<file path="config.mk">
export PLATFORM = sky130hd
export DESIGN_NAME = decode_pipe
export DESIGN_NICKNAME = d
export VERILOG_FILES = /design/src/rtl/decode_pkg.sv /design/src/rtl/decode_ibuf.sv /design/src/rtl/decode_pipe.sv
export SDC_FILE = /design/constraint.sdc
export NUM_CORES = 1
export LEC_CHECK = 0
export CORE_MARGIN = 10
export CORE_UTILIZATION = 52
export CTS_CLUSTER_SIZE = 28
export DETAILED_ROUTE_END_ITERATION = 8
export GPL_ROUTABILITY_DRIVEN = 0
export GPL_TIMING_DRIVEN = 0
export PLACE_DENSITY = 0.91
export REMOVE_ABC_BUFFERS = 1
export SLEW_MARGIN = 10
export SYNTH_ARGS = -nofsm -noshare
export SYNTH_HDL_FRONTEND = slang
export SYNTH_SLANG_ARGS = --single-unit
</file>
<file path="constraint.sdc">
create_clock -name clk -period 5.2 [get_ports clk]
set_clock_uncertainty 0.15 [all_clocks]
set_input_delay 0.52 -clock clk [delete_from_list [all_inputs] [get_ports clk]]
set_output_delay 0.52 -clock clk [all_outputs]
set_load 0.03 [all_outputs]
</file>
<file path="src/rtl/decode_pkg.sv">
// Shared decode definitions: opcode/funct3 constants, ALU op and immediate
// selector enums, the raw decode bundle and the per-instruction decode helpers.
package decode_pkg;

  localparam logic [6:0] OPC_LOAD   = 7'b0000011;
  localparam logic [6:0] OPC_OPIMM  = 7'b0010011;
  localparam logic [6:0] OPC_OP     = 7'b0110011;
  localparam logic [6:0] OPC_STORE  = 7'b0100011;
  localparam logic [6:0] OPC_BRANCH = 7'b1100011;
  localparam logic [6:0] OPC_LUI    = 7'b0110111;

  localparam logic [2:0] F3_ADD = 3'b000;
  localparam logic [2:0] F3_XOR = 3'b100;
  localparam logic [2:0] F3_OR  = 3'b110;
  localparam logic [2:0] F3_AND = 3'b111;

  typedef enum logic [2:0] {
    ALU_ADD    = 3'd0,
    ALU_SUB    = 3'd1,
    ALU_OR     = 3'd2,
    ALU_AND    = 3'd3,
    ALU_XOR    = 3'd4,
    ALU_PASS_B = 3'd5
  } alu_op_e;

  typedef enum logic [2:0] {
    IMM_NONE = 3'd0,
    IMM_I    = 3'd1,
    IMM_S    = 3'd2,
    IMM_B    = 3'd3,
    IMM_U    = 3'd4
  } imm_sel_e;

  typedef struct packed {
    logic     mem_read;
    logic     mem_write;
    logic     reg_write;
    logic     out_ctr;
    logic     alu_in_ctr;
    logic     branch;
    alu_op_e  alu;
    imm_sel_e imm_sel;
    logic [4:0] rs1;
    logic [4:0] rs2;
    logic [4:0] rd;
    logic     illegal;
  } dec_bundle_t;

  // OP and OP-IMM share the funct3 -> ALU mapping; SUB exists only for OP.
  function automatic dec_bundle_t decode_ctrl(input logic [31:0] inst);
    dec_bundle_t b;
    b         = '0;
    b.alu     = ALU_ADD;
    b.imm_sel = IMM_NONE;
    b.rs1     = inst[19:15];
    b.rs2     = inst[24:20];
    b.rd      = inst[11:7];
    case (inst[6:0])
      OPC_LOAD: begin
        b.alu_in_ctr = 1'b1;
        b.out_ctr    = 1'b1;
        b.mem_read   = 1'b1;
        b.reg_write  = 1'b1;
        b.imm_sel    = IMM_I;
      end
      OPC_OPIMM, OPC_OP: begin
        b.reg_write  = 1'b1;
        b.alu_in_ctr = (inst[6:0] == OPC_OPIMM);
        b.imm_sel    = (inst[6:0] == OPC_OPIMM) ? IMM_I : IMM_NONE;
        case (inst[14:12])
          F3_ADD:  b.alu = (inst[6:0] == OPC_OP && inst[30]) ? ALU_SUB : ALU_ADD;
          F3_XOR:  b.alu = ALU_XOR;
          F3_OR:   b.alu = ALU_OR;
          F3_AND:  b.alu = ALU_AND;
          default: b.illegal = 1'b1;
        endcase
      end
      OPC_STORE: begin
        b.alu_in_ctr = 1'b1;
        b.mem_write  = 1'b1;
        b.imm_sel    = IMM_S;
      end
      OPC_BRANCH: begin
        b.alu     = ALU_SUB;
        b.branch  = 1'b1;
        b.imm_sel = IMM_B;
      end
      OPC_LUI: begin
        b.alu        = ALU_PASS_B;
        b.alu_in_ctr = 1'b1;
        b.reg_write  = 1'b1;
        b.imm_sel    = IMM_U;
      end
      default: b.illegal = 1'b1;
    endcase
    return b;
  endfunction

  function automatic logic [31:0] imm_gen(input logic [31:0] inst, input imm_sel_e sel);
    case (sel)
      IMM_I:   return {{20{inst[31]}}, inst[31:20]};
      IMM_S:   return {{20{inst[31]}}, inst[31:25], inst[11:7]};
      IMM_B:   return {{19{inst[31]}}, inst[31], inst[7], inst[30:25], inst[11:8], 1'b0};
      IMM_U:   return {inst[31:12], 12'b0};
      default: return '0;
    endcase
  endfunction

endpackage

</file>
<file path="src/rtl/decode_ibuf.sv">
// Circular instruction buffer for the decode stage; flush empties it in one cycle.
// Depth need not be a power of two, so pointers wrap explicitly.
module decode_ibuf #(
  parameter int DEPTH = 2,
  parameter int W     = 64,
  localparam int PW   = (DEPTH > 1) ? $clog2(DEPTH) : 1,
  localparam int CW   = $clog2(DEPTH + 1)
) (
  input  logic          clk,
  input  logic          reset,
  input  logic          flush,
  input  logic          push,
  input  logic          pop,
  input  logic [W-1:0]  din,
  output logic [W-1:0]  dout,
  output logic          full,
  output logic [CW-1:0] count
);

  logic [W-1:0]  mem [DEPTH];
  logic [PW-1:0] wr_ptr, rd_ptr;
  logic          do_push, do_pop;

  function automatic logic [PW-1:0] nxt(input logic [PW-1:0] p);
    return (p == PW'(DEPTH - 1)) ? '0 : p + 1'b1;
  endfunction

  assign full    = (count == CW'(DEPTH));
  assign do_push = push & ~full;
  assign do_pop  = pop & (count != '0);
  assign dout    = mem[rd_ptr];

  always_ff @(posedge clk)
    if (do_push) mem[wr_ptr] <= din;

  always_ff @(posedge clk) begin
    if (!reset || flush) begin
      wr_ptr <= '0;
      rd_ptr <= '0;
      count  <= '0;
    end else begin
      if (do_push) wr_ptr <= nxt(wr_ptr);
      if (do_pop)  rd_ptr <= nxt(rd_ptr);
      case ({do_push, do_pop})
        2'b10:   count <= count + 1'b1;
        2'b01:   count <= count - 1'b1;
        default: count <= count;
      endcase
    end
  end

endmodule

</file>
<file path="src/rtl/decode_pipe.sv">
// Buffered RV32 decode stage: ibuf -> decode of head -> registered bundle to execute.
// Define DECODE_ILLEGAL_TRAP_EN to stall on an illegal instruction until flush.
module decode_pipe
  import decode_pkg::*;
#(
  parameter int XLEN       = 32,
  parameter int IBUF_DEPTH = 2,
  parameter int ALU_CTR_W  = 3
) (
  input  logic                 clk,
  input  logic                 reset,
  input  logic                 flush,
  input  logic                 in_valid,
  output logic                 in_ready,
  input  logic [31:0]          in_inst,
  input  logic [XLEN-1:0]      in_pc,
  output logic                 out_valid,
  input  logic                 out_ready,
  output logic [XLEN-1:0]      out_pc,
  output logic                 mem_read,
  output logic                 mem_write,
  output logic                 reg_write,
  output logic                 out_ctr,
  output logic                 alu_in_ctr,
  output logic                 branch,
  output logic [ALU_CTR_W-1:0] alu_ctr,
  output logic [XLEN-1:0]      ext_out,
  output logic [4:0]           rs1,
  output logic [4:0]           rs2,
  output logic [4:0]           rd,
  output logic                 illegal
);

  localparam int EW = XLEN + 32;
  localparam int CW = $clog2(IBUF_DEPTH + 1);

  typedef struct packed {
    logic                 valid;
    logic [XLEN-1:0]      pc;
    logic                 mem_read;
    logic                 mem_write;
    logic                 reg_write;
    logic                 out_ctr;
    logic                 alu_in_ctr;
    logic                 branch;
    logic [ALU_CTR_W-1:0] alu;
    logic [XLEN-1:0]      imm;
    logic [4:0]           rs1;
    logic [4:0]           rs2;
    logic [4:0]           rd;
`ifdef DECODE_ILLEGAL_TRAP_EN
    logic                 illegal;
`endif
  } out_t;

  logic            push, pop, full, run;
  logic [CW-1:0]   count;
  logic [EW-1:0]   head;
  logic [XLEN-1:0] head_pc;
  logic [31:0]     head_inst;
  dec_bundle_t     dec;
  out_t            o, load;

  decode_ibuf #(.DEPTH(IBUF_DEPTH), .W(EW)) u_ibuf (
    .clk   (clk),
    .reset (reset),
    .flush (flush),
    .push  (push),
    .pop   (pop),
    .din   ({in_pc, in_inst}),
    .dout  (head),
    .full  (full),
    .count (count)
  );

  assign {head_pc, head_inst} = head;
  assign dec = decode_ctrl(head_inst);

`ifdef DECODE_ILLEGAL_TRAP_EN
  localparam logic [0:0] ST_RUN  = 1'b0;
  localparam logic [0:0] ST_TRAP = 1'b1;
  logic [0:0] state;

  always_ff @(posedge clk) begin
    if (!reset || flush)        state <= ST_RUN;
    else if (pop && dec.illegal) state <= ST_TRAP;
  end

  assign run = (state == ST_RUN);
`else
  assign run = 1'b1;
`endif

  assign in_ready = reset & ~full & ~flush & run;
  assign push     = in_valid & in_ready;
  assign pop      = reset & (count != '0) & (~o.valid | out_ready) & ~flush & run;

  // An illegal head becomes either a trap marker or a NOP that keeps its pc.
  always_comb begin
    load       = '0;
    load.valid = 1'b1;
    if (!dec.illegal) begin
      load.pc         = head_pc;
      load.mem_read   = dec.mem_read;
      load.mem_write  = dec.mem_write;
      load.reg_write  = dec.reg_write;
      load.out_ctr    = dec.out_ctr;
      load.alu_in_ctr = dec.alu_in_ctr;
      load.branch     = dec.branch;
      load.alu        = ALU_CTR_W'(dec.alu);
      load.imm        = XLEN'($signed(imm_gen(head_inst, dec.imm_sel)));
      load.rs1        = dec.rs1;
      load.rs2        = dec.rs2;
      load.rd         = dec.rd;
    end else begin
`ifdef DECODE_ILLEGAL_TRAP_EN
      load.illegal = 1'b1;
`else
      load.pc      = head_pc;
`endif
    end
  end

  always_ff @(posedge clk) begin
    if (!reset || flush)           o <= '0;
    else if (pop)                  o <= load;
    else if (o.valid && out_ready) o <= '0;
  end

  assign out_valid  = o.valid;
  assign out_pc     = o.pc;
  assign mem_read   = o.mem_read;
  assign mem_write  = o.mem_write;
  assign reg_write  = o.reg_write;
  assign out_ctr    = o.out_ctr;
  assign alu_in_ctr = o.alu_in_ctr;
  assign branch     = o.branch;
  assign alu_ctr    = o.alu;
  assign ext_out    = o.imm;
  assign rs1        = o.rs1;
  assign rs2        = o.rs2;
  assign rd         = o.rd;
`ifdef DECODE_ILLEGAL_TRAP_EN
  assign illegal    = o.illegal;
`else
  assign illegal    = 1'b0;
`endif

endmodule

</file>
==> results of run 1 <==
worst reg2reg max path, delay by kind of cell, from the launching register on:
kind	cells	cell delay [ns]
buffers and inverters	1	0.24
AOI/OAI and AO/OA	1	0.44
and+or+nand+nor	4	1.91
DFF	1	0.44
routing by layer:
| metal | GRT usage | up-vias | share of wire |
|---|---|---|---|
| met5 | 0 | - | 0 |
| met4 | 0.0332 | 0 | 0.014 |
| met3 | 0.0653 | 24 | 0.098 |
| met2 | 0.329 | 239 | 0.51 |
| met1 | 0.209 | 2791 | 0.38 |
| li1 | - | 2598 | - |
logic make-up after synthesis:
kind of cell | Yosys count | share of synthesized area
xor+xnor | 4 | 0.00411
flops | 221 | 0.670
mux | 66 | 0.0867
simple gates | 125 | 0.0734
buf+inv | 45 | 0.0306
other cells | 1 | 0.000440
compound gates | 134 | 0.134
fa+ha+maj | 1 | 0.00147
through the flow:
step / TNS (ns) / hold slack [ns] / std cells / util
after detailed placement: 0 / 0.300 / 940 / 0.652
after CTS: 0 / 0.311 / 982 / 0.696
after global routing: 0 / 0.343 / 982 / 0.696
after global placement: -601.14 / 0.295 / 930 / 0.635
final: 0 / 0.315 / 983 / 0.696
after floorplan: -112.65 / 0.331 / 556 / -
cell usage in the layout, fill, tap and decap left out, types with 4 or more instances in the layout:
master	Yosys	layout
sky130_fd_sc_hd__o22ai_1	5	5
sky130_fd_sc_hd__a22o_1	10	10
sky130_fd_sc_hd__clkinv_2	0	4
sky130_fd_sc_hd__a221oi_2	11	11
sky130_fd_sc_hd__dfxtp_1	93	92
sky130_fd_sc_hd__a21oi_1	6	6
sky130_fd_sc_hd__a32o_1	7	7
sky130_fd_sc_hd__clkdlybuf4s50_1	0	158
sky130_fd_sc_hd__edfxtp_1	128	128
sky130_fd_sc_hd__nor2_1	49	47
sky130_fd_sc_hd__a211oi_1	11	11
sky130_fd_sc_hd__inv_1	4	4
sky130_fd_sc_hd__a211oi_2	5	5
sky130_fd_sc_hd__mux2i_1	16	16
sky130_fd_sc_hd__buf_12	0	6
sky130_fd_sc_hd__a221oi_1	10	10
sky130_fd_sc_hd__clkbuf_16	0	23
sky130_fd_sc_hd__clkinv_1	0	5
sky130_fd_sc_hd__a22oi_1	33	33
sky130_fd_sc_hd__a21oi_2	5	5
sky130_fd_sc_hd__or2b_1	5	5
sky130_fd_sc_hd__mux2_2	48	48
sky130_fd_sc_hd__buf_16	0	4
sky130_fd_sc_hd__o21ai_0	13	13
sky130_fd_sc_hd__clkbuf_1	18	6
sky130_fd_sc_hd__nand2_1	43	43
flip-flops by register name, summed over array words and instances (netlist names), named ones only:
| register | flops |
|---|---|
| u_ibuf.wr_ptr | 1 |
| reg_write | 1 |
| branch | 1 |
| ext_out | 32 |
| u_ibuf.rd_ptr | 1 |
| u_ibuf.mem | 128 |
| u_ibuf.count | 2 |
| alu_ctr | 3 |
| out_pc | 32 |
| out_valid | 1 |
| mem_write | 1 |
| rs2 | 5 |
| alu_in_ctr | 1 |
| rd | 5 |
| mem_read | 1 |
| rs1 | 5 |
report_power, final:
group          internal, mW  leakage, nW  switching, mW  total (mW)
logic                0.0754         1.24         0.0732       0.149
clock network         0.861        0.345          0.638        1.50
registers              1.87         1.91        0.00767        1.88
total                  2.81         3.50          0.719        3.52
cell type report:
| class | instances | area [um2] | area share |
|---|---|---|---|
| antenna | 1 | 2.50 | 0.000226 |
| multi-input combinational | 331 | 2590 | 0.233 |
| inverter | 4 | 15.0 | 0.00135 |
| clock buffer | 32 | 639 | 0.0576 |
| sequential | 221 | 5710 | 0.514 |
| tap | 216 | 270 | 0.0244 |
| timing repair buffer | 168 | 1810 | 0.163 |
| clock inverter | 10 | 58.8 | 0.00530 |
path summary, 6_finish.rpt:
path | start | to | slack, ns | depth (start not counted)
worst max-delay path | reset | ext_out[23]$_SDFFE_PP0P_ | 1.41 | 8
worst min-delay path | rs2[3]$_SDFFE_PP0P_ | rs2[3]$_SDFFE_PP0P_ | 0.31 | 2
worst max register to register | u_ibuf.count[0]$_SDFFE_PP0P_ | ext_out[23]$_SDFFE_PP0P_ | 1.92 | 6
worst min register to register | rs2[3]$_SDFFE_PP0P_ | rs2[3]$_SDFFE_PP0P_ | 0.31 | 2
==> results summary, run 1 <==
After clock tree synthesis, the clock-pin slew on the worst setup and hold paths is 0.06 ns. The wire length after detailed routing came out at ~21 mm. The total vias in the final route is between 5k and 6k. The overall die area is around 22000 um2. The commonest cells after synthesis are sky130_fd_sc_hd__edfxtp_1, sky130_fd_sc_hd__dfxtp_1, sky130_fd_sc_hd__nor2_1, sky130_fd_sc_hd__mux2_2, sky130_fd_sc_hd__nand2_1.

The largest voltage drop on the vdd net came out at between 0.0002 and 0.0003 V. The first-pass GRT wire length came out at between 30 and 40 mm. The worst setup path is captured at a flop. The proportion of layout cells with a drive suffix above 1 is 0.168. The number of hold violations in the final report was 0. The row count is 46. After synthesis, the mean cell area works out to 14.3 um2. The average routed wire per standard cell came out at 21.4 um.

The worst setup path is launched from an input pin. Of the synthesized area, sequential elements account for 0.670. Dividing the final minimum period by the clock period gives 0.730. Counting the fill cells in the layout gives 1049. The tightest min-delay check is of the reg -> reg type.

The count of unique library cells instantiated by Yosys came out at 62. The root cell of the clock tree is sky130_fd_sc_hd__clkbuf_16. The area growth from synthesis to layout came out at 30.3%. The total power came out at about 3.5 mW. For this run, the leading register cell type out of synthesis is sky130_fd_sc_hd__edfxtp_1.

The top-level I/O count came out at 160. The via count of the first global-routing pass is 6112. The setup slack at placement came out at between 0.9 and 1 ns.

The stage delay of the slowest cell on the critical path is ~0.8 ns. TritonCTS built the clock tree. The total of cells resized after clock tree synthesis is 0. For the pin with the worst max-slew slack, the measured transition is 1.05 ns. The sum of net half-perimeters after detailed placement is 14.2 mm. The leakage power figure came out at roughly 3.5 nW. The maximum operating frequency came out at 0.264 GHz.

The summed area of non-filler cells in the final layout came out at 11100 um2. In this run, the number of DRC markers left after iteration 0 of detailed routing was 335. The aggregate global routing overflow is 0. The net count of the finished layout is 819. Sorting the synthesized cells by area gives the leading types as sky130_fd_sc_hd__edfxtp_1, sky130_fd_sc_hd__dfxtp_1, sky130_fd_sc_hd__mux2_2. The quantity of hold-fixing buffers added after cts came out at 0. The shortest clock period the worst path allows after layout came out at between 3 and 4 ns. The worst-path cell with the longest stage delay is sky130_fd_sc_hd__nor3_4. The H-tree depth reported by CTS came out at 1. Yosys printed 0 warnings. The vertical die dimension came out at 148 um.

The number of antenna violations at the first check in global routing is 2. The count of maximum capacitance violations is 0. The starting utilization of the core area came out at 0.534.

The fraction of synthesis flops using an asynchronous set or reset pin is 0. The post-route DRC violation count is 0. The buffering stage count on the worst path with inverters included came out at 3. The relative max-transition margin came out at 0.300. CTS saw 221 sinks. Setup violations remaining at the end of the flow were counted as 0. The number of input and output port buffers inserted came out at 158. The post-synthesis instance total came out at between 500 and 600. The clock network latency to the later pin of the worst-skew pair is 0.51 ns.

The region available for standard cell placement spans 15900 um2. Setup repair after global routing left no endpoint under its margin. The total cell area at the placement stage came out at 10400 um2. In the post-synthesis netlist, the cell with the most instances is sky130_fd_sc_hd__edfxtp_1. By startpoint and endpoint, the worst setup path is classified as in -> reg. The total CTS buffers came out at 23. The worst-path maximum fanout is 46. In this run the deepest clock path goes through 3 buffers.

In this design, the largest share of critical-path delay is due to simple AND/OR/NAND/NOR gates. The run finished with clean final reports. STA puts the critical path data required time at 5.47 ns. The top-area cell type share of the netlist area came out at 0.451. After clock tree synthesis, the setup repair step added 0 buffers. The synthesis-stage register bit count is 221.

For the worst setup path, the data arrival time is 4.06 ns. The horizontal die dimension came out at 148 um. The final antenna-violating net count came out at 0. The critical path goes through clkdlybuf4s50_1, nand2b_4, buf_12, nor3_4, buf_16, nor4b_4, nand2_2, a221oi_2.

Entering global routing, the biggest net connects 53 pins. The total power divided by cell area is between 300 and 400 nW/um2. The mapped cell area came out at 8520 um2.

The all-layer global routing usage came out at 0.184. The number of max-slew violations in the final report is 0. The ratio of routed vias to standard cells came out at 5.75. The number of detailed-routing iterations run before antenna repair is 5. Yosys mapped a number of flops with a built-in enable equal to 128. The worst path meets setup with between 1 and 1.5 ns of slack.

Summed over all instances, the cell type with the most area after synthesis is sky130_fd_sc_hd__edfxtp_1.
Power figures use the tool's default switching activity.
==> inputs of run 2 (changes only) <==
--- a/config.mk
+++ b/config.mk
@@ -6,12 +6,12 @@
 export NUM_CORES = 1
 export LEC_CHECK = 0
 export CORE_MARGIN = 10
-export CORE_UTILIZATION = 52
+export CORE_UTILIZATION = 47
 export CTS_CLUSTER_SIZE = 28
 export DETAILED_ROUTE_END_ITERATION = 8
 export GPL_ROUTABILITY_DRIVEN = 0
 export GPL_TIMING_DRIVEN = 0
-export PLACE_DENSITY = 0.91
+export PLACE_DENSITY = 0.87
 export REMOVE_ABC_BUFFERS = 1
 export SLEW_MARGIN = 10
 export SYNTH_ARGS = -nofsm -noshare
==> constraint.sdc (replaced) <==
create_clock -name clk -period 3.09 [get_ports clk]
set_clock_uncertainty 0.15 [all_clocks]
set_input_delay 0.309 -clock clk [delete_from_list [all_inputs] [get_ports clk]]
set_output_delay 0.309 -clock clk [all_outputs]
set_load 0.03 [all_outputs]
==> results summary, run 2 (synthesis results as in run 1) <==
The flip-flop count of the largest register, all copies and words added is 128 (unchanged). The floorplan core area came to 17900 um2 (was 15900 um2). The first-pass GRT wire length is 32.8 mm (was 32.9 mm). The starting utilization of the core area is 0.476 (was 0.534).

Highest-count cells in the layout ignoring fill and taps: sky130_fd_sc_hd__clkdlybuf4s50_1, sky130_fd_sc_hd__edfxtp_1, sky130_fd_sc_hd__dfxtp_1 (unchanged). The total of endpoints with negative setup slack in the final report came out at 0 (unchanged). The relative max-transition margin is 0.553 (was 0.300). The post-route DRC violation count came out at 0 (unchanged). The number of input and output port buffers inserted is 158 (unchanged). The critical path endpoint category is a flop (unchanged). The final-layout setup total negative slack came out at 0 ns (unchanged). The final worst hold slack came out at 0.232 ns (was 0.315 ns). The all-layer global routing usage is 0.168 (was 0.184). The placed cell count is 954 (was 940). The most common cell after layout, fill and taps aside was sky130_fd_sc_hd__clkdlybuf4s50_1 (unchanged). The wire length after detailed routing is 21.2 mm (was 21.0 mm).

The overall die area came to 23900 um2 (was 21900 um2). The reg-to-reg setup timing slack is 0.08 ns (was 1.92 ns). The total vias in the final route came out at 5618 (was 5652).

The worst min-delay path category was in -> reg (was reg -> reg). The count of maximum capacitance violations came to 0 (unchanged). The leakage power figure is 3.57 nW (was 3.50 nW). The top-level I/O count came out at 160 (unchanged).

The final antenna-violating net count is 0 (unchanged). The arrival time at the worst endpoint was 3.27 ns (was 4.06 ns). The number of cells on the critical path came out at 6 (was 8). The largest net degree at the start of global routing was 47 (was 53). The path type of the worst setup path is reg -> reg (was in -> reg). The number of detailed-routing iterations run before antenna repair came to 5 (unchanged).

The ratio of routed vias to standard cells came out at 5.62 (was 5.75). The category of cells accounting for the largest share of critical-path delay was simple AND/OR/NAND/NOR gates (unchanged). The sink count of the clock tree came out at 221 (unchanged). The path depth of the worst reg2reg path came out at 6 (unchanged). The H-tree depth reported by CTS came out at 1 (unchanged).

Setup repair after global routing missed its margin: true (was false). The largest voltage drop on the vdd net is 0.000446 V (was 0.000281 V). The slew at the pin closest to its max-slew limit came out at 0.671 ns (was 1.05 ns).

The aggregate global routing overflow is 0 (unchanged). The final cycle utilization of the critical path is 0.976. The top register by number of flip-flops is u_ibuf.mem (unchanged).

The DRC violation total after the first TritonRoute iteration came out at 309 (was 335). The sum of net half-perimeters after detailed placement came to 14.3 mm (was 14.2 mm). The maximum operating frequency came out at between 0.3 and 0.4 GHz. The worst-path maximum fanout came out at 46 (unchanged). The root cell of the clock tree was sky130_fd_sc_hd__clkbuf_16 (unchanged).

The total number of nets in the final design is 823 (was 819). The number of cells on the worst hold path came out at 1 (was 2). Crit path cell chain: buf_16, and4b_1, nor2_1, nor4b_4, nand2_4, a221oi_2 (was clkdlybuf4s50_1, nand2b_4, buf_12, nor3_4, buf_16, nor4b_4, nand2_2, a221oi_2). The area growth from synthesis to layout came out at 32.1% (was 30.3%).

Status: finished, final reports clean (unchanged). The vertical die dimension came out at 155 um (was 148 um). The number of hold violations in the final report came out at 0 (unchanged). The row count came out at 49 (was 46).

The buffering stage count on the worst path with inverters included is 1 (was 3). The proportion of layout cells with a drive suffix above 1 came out at 0.182 (was 0.168). The average routed wire per standard cell is 21.2 um (was 21.4 um). The non-filler instance count after layout was 999 (was 983). The clock-pin transition on the worst setup and hold timing paths is 0.06 ns (about the same). The terminus of the critical flop-to-flop path is ext_out[14]$_SDFFE_PP0P_ (was ext_out[23]$_SDFFE_PP0P_). The clock tree from TritonCTS is yes (unchanged). The number of inserted diodes is 0 (was 1). The deepest clock path buffer count came out at 3 (unchanged). The filler cell count came out at 1332 (was 1049). The worst-path cell with the longest stage delay is sky130_fd_sc_hd__dfxtp_4 (was sky130_fd_sc_hd__nor3_4). The launch instance of the worst min-delay path is in_inst[15] (was rs2[3]$_SDFFE_PP0P_). The total CTS buffers is 23 (unchanged). The endpoint of the worst hold path is u_ibuf.mem[0][15]$_DFFE_PP_ (was rs2[3]$_SDFFE_PP0P_). The shortest clock period the worst path allows after layout is 3.01 ns. The via count of the first global-routing pass was 5864 (was 6112). The total power divided by cell area came to 551 nW/um2 (was 318 nW/um2). The quantity of hold-fixing buffers added after cts was 0 (unchanged). The number of max-slew violations in the final report is 0 (unchanged). The stage delay of the slowest cell on the critical path is 0.60 ns (was 0.78 ns).

The required time of the critical path was 3.34 ns (was 5.47 ns). The clock network latency to the later pin of the worst-skew pair is 0.50 ns (was 0.51 ns). The critical path launch point type is a flop (was input pin). The horizontal die dimension is 155 um (was 148 um). The number of antenna violations at the first check in global routing is 0 (was 2).
run 2: power breakdown:
group          internal [mW]  total (mW)  switching [mW]
Clock                   1.71        2.79            1.08
Sequential              3.14        3.16          0.0124
Combinational          0.128       0.253           0.125
run 2: worst max-delay path by stage:
| stage | from | endpoint | slack, ns |
|---|---|---|---|
| 4_1_cts | flush | alu_ctr[0]$_SDFFE_PP0P_ | 0.07 |
| 5_1_grt | flop | ext_out[14]$_SDFFE_PP0P_ | -0.05 |
| 6_report | flop | ext_out[14]$_SDFFE_PP0P_ | 0.08 |
| 2_1_floorplan | flush | u_ibuf.mem[0][0]$_DFFE_PP_ | -2.78 |
| 3_5_place_dp | flush | alu_ctr[0]$_SDFFE_PP0P_ | -0.88 |
| 3_3_place_gp | flush | u_ibuf.mem[1][2]$_DFFE_PP_ | -5.68 |
run 2: routing by layer:
layer / vias to the layer above / wire (um) / track usage
li1: 2604 / - / -
met2: 201 / 10500 / 0.287
met4: 0 / 485 / 0.0517
met1: 2778 / 8330 / 0.197
met5: - / 0 / 0
met3: 35 / 1840 / 0.0563
run 2: metrics by stage:
stage	setup slack [ns]	util	instance area, um2	power [mW]
6_report	0.0751	0.629	11300	6.20
5_1_grt	-0.0523	0.629	11300	6.40
4_1_cts	0.0670	0.628	11200	6.25
3_5_place_dp	-0.876	0.581	10400	3.47
3_3_place_gp	-5.68	0.566	10100	3.45
2_1_floorplan	-2.78	-	8270	3.32
run 2: what timing repair did:
item,4_1_cts,5_1_grt
resized for setup,4,1
setup endpoints to repair,49,29
setup buffers,3,0
pin swaps,1,0
run 2: area by class of cell:
class / instances / area, um2 / area share
Tap cell: 229 / 287 / 0.0255
Clock buffer: 36 / 728 / 0.0647
Timing Repair Buffer: 172 / 1850 / 0.164
Multi-Input combinational cell: 331 / 2610 / 0.232
Inverter: 4 / 15.0 / 0.00133
Clock inverter: 6 / 58.8 / 0.00522
Sequential cell: 221 / 5710 / 0.507
